`src/rtl/hazard_ctrl_pipe_if.sv`:
```
// Decode-side hazard bus between the datapath (master) and hazard_ctrl_pipe (slave).
// Source port i occupies SrcD[i*RA_W +: RA_W]; its select is ForwardE[i*2 +: 2].
interface hazard_ctrl_pipe_if #(
    parameter int RA_W    = 4,
    parameter int NUM_SRC = 2
);
    logic [NUM_SRC*RA_W-1:0] SrcD;
    logic [NUM_SRC-1:0]      SrcValidD;
    logic [RA_W-1:0]         DstD;
    logic                    RegWriteD;
    logic                    MemtoRegD;
    logic                    PCSrcD;
    logic                    BranchTakenE;
    logic [NUM_SRC*2-1:0]    ForwardE;
    logic                    StallF;
    logic                    StallD;
    logic                    FlushD;
    logic                    FlushE;

    modport master (
        output SrcD, SrcValidD, DstD, RegWriteD, MemtoRegD, PCSrcD, BranchTakenE,
        input  ForwardE, StallF, StallD, FlushD, FlushE
    );

    modport slave (
        input  SrcD, SrcValidD, DstD, RegWriteD, MemtoRegD, PCSrcD, BranchTakenE,
        output ForwardE, StallF, StallD, FlushD, FlushE
    );
endinterface

```
`src/rtl/hazard_ctrl_pipe.sv`:
```
// Hazard/forwarding controller for the 5-stage core: E/M/W register-tag pipeline driving
// forward selects, load-use stalls and PC/branch flushes. Optional counters: HAZARD_PERF_EN.
module hazard_ctrl_pipe #(
    parameter int RA_W    = 4,
    parameter int NUM_SRC = 2,
    parameter int PC_REG  = 15
) (
    input  logic              clk,
    input  logic              reset,
    hazard_ctrl_pipe_if.slave hz
`ifdef HAZARD_PERF_EN
    ,
    output logic [31:0]       StallCnt,
    output logic [31:0]       FlushCnt
`endif
);
    localparam logic [RA_W-1:0] PC_TAG = RA_W'(PC_REG);

    localparam logic [1:0] FWD_RF  = 2'b00;
    localparam logic [1:0] FWD_WB  = 2'b01;
    localparam logic [1:0] FWD_MEM = 2'b10;

    // E stage tags (_p0)
    logic [NUM_SRC*RA_W-1:0] src_p0;
    logic [NUM_SRC-1:0]      src_vld_p0;
    logic [RA_W-1:0]         dst_p0;
    logic                    wr_p0;
    logic                    ld_p0;
    logic                    pc_p0;
    // M stage tags (_p1)
    logic [RA_W-1:0]         dst_p1;
    logic                    wr_p1;
    logic                    pc_p1;
    // W stage tags (_p2)
    logic [RA_W-1:0]         dst_p2;
    logic                    wr_p2;
    logic                    pc_p2;

    logic [NUM_SRC*2-1:0]    fwd;
    logic                    ld_use;
    logic                    ld_stall;
    logic                    pc_pend;
    logic                    stall_f;
    logic                    stall_d;
    logic                    flush_d;
    logic                    flush_e;

    function automatic logic tag_hit(input logic            vld,
                                     input logic            wr,
                                     input logic [RA_W-1:0] dst,
                                     input logic [RA_W-1:0] src);
        return vld & wr & (dst == src) & (dst != PC_TAG);
    endfunction

    // The younger producer in M wins over W.
    function automatic logic [1:0] fwd_sel(input logic hit_m, input logic hit_w);
        if (hit_m)      return FWD_MEM;
        else if (hit_w) return FWD_WB;
        else            return FWD_RF;
    endfunction

`ifdef HAZARD_PERF_EN
    function automatic logic [31:0] sat_inc(input logic [31:0] cnt);
        return (cnt == 32'hFFFF_FFFF) ? cnt : cnt + 32'd1;
    endfunction
`endif

    // D -> E boundary: a flushed E stage becomes an all-zero bubble
    always_ff @(posedge clk or negedge reset) begin
        if (!reset) begin
            src_p0     <= '0;
            src_vld_p0 <= '0;
            dst_p0     <= '0;
            wr_p0      <= 1'b0;
            ld_p0      <= 1'b0;
            pc_p0      <= 1'b0;
        end else if (flush_e) begin
            src_p0     <= '0;
            src_vld_p0 <= '0;
            dst_p0     <= '0;
            wr_p0      <= 1'b0;
            ld_p0      <= 1'b0;
            pc_p0      <= 1'b0;
        end else begin
            src_p0     <= hz.SrcD;
            src_vld_p0 <= hz.SrcValidD;
            dst_p0     <= hz.DstD;
            wr_p0      <= hz.RegWriteD;
            ld_p0      <= hz.MemtoRegD;
            pc_p0      <= hz.PCSrcD;
        end
    end

    // E -> M and M -> W boundaries: advance every edge
    always_ff @(posedge clk or negedge reset) begin
        if (!reset) begin
            dst_p1 <= '0;
            wr_p1  <= 1'b0;
            pc_p1  <= 1'b0;
            dst_p2 <= '0;
            wr_p2  <= 1'b0;
            pc_p2  <= 1'b0;
        end else begin
            dst_p1 <= dst_p0;
            wr_p1  <= wr_p0;
            pc_p1  <= pc_p0;
            dst_p2 <= dst_p1;
            wr_p2  <= wr_p1;
            pc_p2  <= pc_p1;
        end
    end

    always_comb begin
        fwd = '0;
        for (int i = 0; i < NUM_SRC; i++) begin
            fwd[i*2 +: 2] = fwd_sel(
                tag_hit(src_vld_p0[i], wr_p1, dst_p1, src_p0[i*RA_W +: RA_W]),
                tag_hit(src_vld_p0[i], wr_p2, dst_p2, src_p0[i*RA_W +: RA_W]));
        end
    end

    always_comb begin
        ld_use = 1'b0;
        for (int j = 0; j < NUM_SRC; j++) begin
            ld_use = ld_use | (hz.SrcValidD[j] & (hz.SrcD[j*RA_W +: RA_W] == dst_p0));
        end
    end

    // StallD and FlushD may both be high; the datapath decides which one wins.
    assign ld_stall = ld_p0 & wr_p0 & (dst_p0 != PC_TAG) & ld_use;
    assign pc_pend  = hz.PCSrcD | pc_p0 | pc_p1;
    assign stall_f  = ld_stall | pc_pend;
    assign stall_d  = ld_stall;
    assign flush_d  = pc_pend | pc_p2 | hz.BranchTakenE;
    assign flush_e  = ld_stall | hz.BranchTakenE;

    assign hz.ForwardE = fwd;
    assign hz.StallF   = stall_f;
    assign hz.StallD   = stall_d;
    assign hz.FlushD   = flush_d;
    assign hz.FlushE   = flush_e;

`ifdef HAZARD_PERF_EN
    always_ff @(posedge clk or negedge reset) begin
        if (!reset) begin
            StallCnt <= '0;
            FlushCnt <= '0;
        end else begin
            if (stall_f) begin
                StallCnt <= sat_inc(StallCnt);
            end
            if (flush_e | flush_d) begin
                FlushCnt <= sat_inc(FlushCnt);
            end
        end
    end
`endif
endmodule

```
`src/flat_wrapper.sv`:
```
// flat-port wrapper written by rule: the top's interface ports become plain ports
module hazard_ctrl_pipe_flat 
#(
    parameter int RA_W    = 4,
    parameter int NUM_SRC = 2,
    parameter int PC_REG  = 15
)
  (clk, reset, hz_SrcD, hz_SrcValidD, hz_DstD, hz_RegWriteD, hz_MemtoRegD, hz_PCSrcD, hz_BranchTakenE, hz_ForwardE, hz_StallF, hz_StallD, hz_FlushD, hz_FlushE);
  hazard_ctrl_pipe_if #(.RA_W(RA_W), .NUM_SRC(NUM_SRC)) hz_i ();
  input  logic clk;
  input  logic reset;
  input wire logic [$bits(hz_i.SrcD)-1:0] hz_SrcD;
  input wire logic [$bits(hz_i.SrcValidD)-1:0] hz_SrcValidD;
  input wire logic [$bits(hz_i.DstD)-1:0] hz_DstD;
  input wire logic [$bits(hz_i.RegWriteD)-1:0] hz_RegWriteD;
  input wire logic [$bits(hz_i.MemtoRegD)-1:0] hz_MemtoRegD;
  input wire logic [$bits(hz_i.PCSrcD)-1:0] hz_PCSrcD;
  input wire logic [$bits(hz_i.BranchTakenE)-1:0] hz_BranchTakenE;
  output wire logic [$bits(hz_i.ForwardE)-1:0] hz_ForwardE;
  output wire logic [$bits(hz_i.StallF)-1:0] hz_StallF;
  output wire logic [$bits(hz_i.StallD)-1:0] hz_StallD;
  output wire logic [$bits(hz_i.FlushD)-1:0] hz_FlushD;
  output wire logic [$bits(hz_i.FlushE)-1:0] hz_FlushE;
  assign hz_i.SrcD = hz_SrcD;
  assign hz_i.SrcValidD = hz_SrcValidD;
  assign hz_i.DstD = hz_DstD;
  assign hz_i.RegWriteD = hz_RegWriteD;
  assign hz_i.MemtoRegD = hz_MemtoRegD;
  assign hz_i.PCSrcD = hz_PCSrcD;
  assign hz_i.BranchTakenE = hz_BranchTakenE;
  assign hz_ForwardE = hz_i.ForwardE;
  assign hz_StallF = hz_i.StallF;
  assign hz_StallD = hz_i.StallD;
  assign hz_FlushD = hz_i.FlushD;
  assign hz_FlushE = hz_i.FlushE;
  hazard_ctrl_pipe #(.RA_W(RA_W), .NUM_SRC(NUM_SRC), .PC_REG(PC_REG)) u_core (.clk(clk), .reset(reset), .hz(hz_i));
endmodule
```
`config.mk`:
```
export PLATFORM = sky130hd
export DESIGN_NAME = hazard_ctrl_pipe_flat
export DESIGN_NICKNAME = d
export VERILOG_FILES = /design/src/rtl/hazard_ctrl_pipe_if.sv /design/src/rtl/hazard_ctrl_pipe.sv /design/src/flat_wrapper.sv
export SDC_FILE = /design/constraint.sdc
export NUM_CORES = 1
export LEC_CHECK = 0
export ABC_CLOCK_PERIOD_IN_PS = 2930
export BUFFER_PORTS_ARGS = -buffer_cell sky130_fd_sc_hd__buf_2
export CORE_MARGIN = 2
export CORE_UTILIZATION = 45
export CTS_CLUSTER_SIZE = 40
export DETAILED_ROUTE_END_ITERATION = 6
export GPL_ROUTABILITY_DRIVEN = 0
export PLACE_DENSITY = 0.68
export SYNTH_ARGS = -nofsm -noshare
export SYNTH_HDL_FRONTEND = slang
export SYNTH_SLANG_ARGS = --single-unit
```
`constraint.sdc`:
```
create_clock -name clk -period 2.93 [get_ports clk]
set_clock_uncertainty 0.2 [all_clocks]
set_input_delay 0.4395 -clock clk [delete_from_list [all_inputs] [get_ports clk]]
set_output_delay 0.4395 -clock clk [all_outputs]
set_load 0.01 [all_outputs]
```
==> impl_metrics.json <==
{
  "antenna_found_initial": 0,
  "drive_gt1_share_pct": 30.5,
  "outcome": "finished clean",
  "yosysTopAreaCellShare_pct": 57.1,
  "path_class": "reg2out",
  "muxShareOfSynthArea_pct": 0,
  "grt_pass1_vias": 928,
  "relSlewSlack_pct": 59.1,
  "core_area_um2": 2710,
  "grt_overflow": 0,
  "num_io_pins": 28,
  "finalHoldViolCount": 0,
  "synth_area_um2": 1270,
  "fin_crit_ns": 2.65,
  "drc": 0,
  "fin_tns_setup_ns": 0,
  "r2r_cells": 6,
  "r2r_setup_slack_ns": 0.92,
  "yosysWarnings": 0,
  "avgSynthCellArea_um2": 12.0,
  "hold_class": "in2reg",
  "rows": 19,
  "synth_top_family_by_area": "simple AND/OR/NAND/NOR gates",
  "routedWlPerCell_um": 15.3,
  "worst_pin_slew_ns": 0.614,
  "grt.total_usage_pct": 18.0,
  "cp-end-kind": "output port",
  "synth-seq-cells": 29,
  "vias": 947,
  "arrival_ns": 2.01,
  "nNetsFinal": 160,
  "synthTopCellsByArea": "dfrtp_1 57%, nor4b_1 12%, xnor2_1 10%",
  "grt_pass1_wl_um": 4370,
  "synth_compound_area_share_pct": 3.74,
  "synthDistinctLibCells": 19,
  "root_buffer": "clkbuf_4",
  "maxCapViolations": 0,
  "start_kind": "flop",
  "yosysSeqAreaShare_pct": 57.1,
  "drt_iter0_markers": 25,
  "required_ns": 2.29,
  "htreeDepth": 2,
  "insertion_delay_ns": 0.31,
  "drtAntennaViolNets": 0,
  "yosysTopAreaCell": "dfrtp_1",
  "synth_fa_ha_area_share_pct": 0,
  "synthToLayoutAreaGrowth_pct": 21.9,
  "grt_max_degree": 30,
  "post-route-period-util_pct": 90.5,
  "fmax_ghz": 0.377,
  "stdcell_area_um2": 1550,
  "post_cts_buffers": 0,
  "synthSimpleGateAreaFrac_pct": 22.8,
  "die_h_um": 57.1,
  "place_inst": 163,
  "rsz0062_at_grt": "no",
  "clock_sinks": 29,
  "final_cells": 172,
  "io_buffers": 27,
  "hpwl_um": 1940,
  "crit_fanout": 8,
  "dieWidth_um": 57.1,
  "cts_tree": "yes",
  "via_per_inst": 5.51,
  "power.density_nw_per_um2": 513,
  "initial_utilization_pct": 46.9,
  "vdd_drop_max_mv": 0.297,
  "report.final.slew_viol_count": 0,
  "clkSlewWorstSetupHoldPaths_ns": 0.08,
  "setup_viol": 0,
  "min_path_cells": 2,
  "synth_nets": 126,
  "dieArea_um2": 3260,
  "antenna_cells": 0,
  "wl_um": 2640,
  "dr.pass1.iters": 4,
  "place_area_um2": 1460,
  "syn_inst": 106,
  "yosys.area_share.xor_xnor_pct": 12.4,
  "cts_inserted_buffers": 5,
  "cts_buffer_depth": 2,
  "total_leakage_power_nw": 0.697
}
-- power breakdown --
| group | leakage, nW | switching, mW | total, mW | internal (mW) |
|---|---|---|---|---|
| registers | 0.374 | 0.0207 | 0.441 | 0.421 |
| clock network | 0.0413 | 0.130 | 0.269 | 0.139 |
| logic | 0.282 | 0.0397 | 0.0844 | 0.0448 |
-- cells in the mapped netlist --
cell type	n
nor4_1	4
a222oi_1	2
buf_2	1
o22ai_1	2
dfrtp_1	29
nor3_1	1
xnor2_1	15
inv_1	6
buf_4	1
nand2_1	5
nand4_1	4
nor4b_2	1
nor4b_1	17
nand3_1	4
xor2_1	3
clkbuf_1	4
or3_1	4
o211ai_1	2
or2_2	1
-- critical path, cell delays in order, from the launching register on --
cell	delay, ns
dfrtp_1	0.43
inv_1	0.08
a222oi_1	0.32
nor4b_4	0.41
buf_4	0.23
or3_1	0.11
buf_2	0.12
-- final timing paths --
| check | startpoint | to |
|---|---|---|
| min reg2reg | u_core.pc_p0 | u_core.pc_p1 |
| max | u_core.dst_p0[0] | hz_StallF |
| min in group asynchronous | reset | u_core.dst_p1[3] |
| min | hz_DstD[1] | u_core.dst_p0[1] |
| max reg2reg | u_core.dst_p0[0] | u_core.src_p0[6] |
| max in group asynchronous | reset | u_core.dst_p0[2] |
-- registers in the layout (all words and copies together) (netlist names), 2 cells and up --
| name | flops |
|---|---|
| u_core.dst_p0 | 4 |
| u_core.src_vld_p0 | 2 |
| u_core.dst_p1 | 4 |
| u_core.dst_p2 | 4 |
| u_core.src_p0 | 8 |
-- routing by layer --
layer | GRT usage, % | up-vias | wire length (um)
li1 | - | 452 | -
met3 | 6.35 | 6 | 114
met4 | 8.31 | 0 | 47
met2 | 28.2 | 25 | 1320
met1 | 22.4 | 464 | 1150
met5 | 0 | - | 0
-- area by class of cell --
cell class / count / area [um2]
well taps: 31 / 38.8
inverters: 6 / 22.5
repair buffers: 33 / 183
fillers: 250 / 1160
multi-input cells: 65 / 508
flip-flops and latches: 29 / 726
clock buffers: 7 / 65.1
clock inverters: 1 / 5.00
-- cell families after synthesis --
family | count (synthesis)
buffers and inverters | 12
flip-flops | 29
AND/OR/NAND/NOR | 41
AO/OA/AOI/OAI | 6
XOR/XNOR | 18
-- placed cells by master (no fill, tap or decap), drive strengths merged --
cell type    instances
clkbuf               7
dfrtp               29
or3                  4
buf                 32
nor4                 4
xor2                 3
a222oi               2
nand4                4
nor3                 1
nor4b               18
xnor2               15
o22ai                2
nand2                5
inv                  6
or2                  1
nand3                4
clkinv               1
o211ai               2
dlygate4sd3          1
-- metrics by stage --
step	total power [mW]	util (%)	hold slack, ns	worst slack [ns]
5_1_grt	0.840	57.1	0.157	0.102
3_3_place_gp	0.528	53.8	0.150	0.519
2_1_floorplan	0.494	-	-0.0561	0.840
4_1_cts	0.803	56.8	0.167	0.144
6_report	0.795	57.1	0.177	0.279
3_5_place_dp	0.531	53.8	0.154	0.420
-- repair_timing --
action,CTS,global route
hold buffers,1,0
endpoints found under the hold margin,29,0
gates resized for setup,0,1
setup endpoints to repair,0,3
Note: power is estimated with default switching activity, not from simulation.
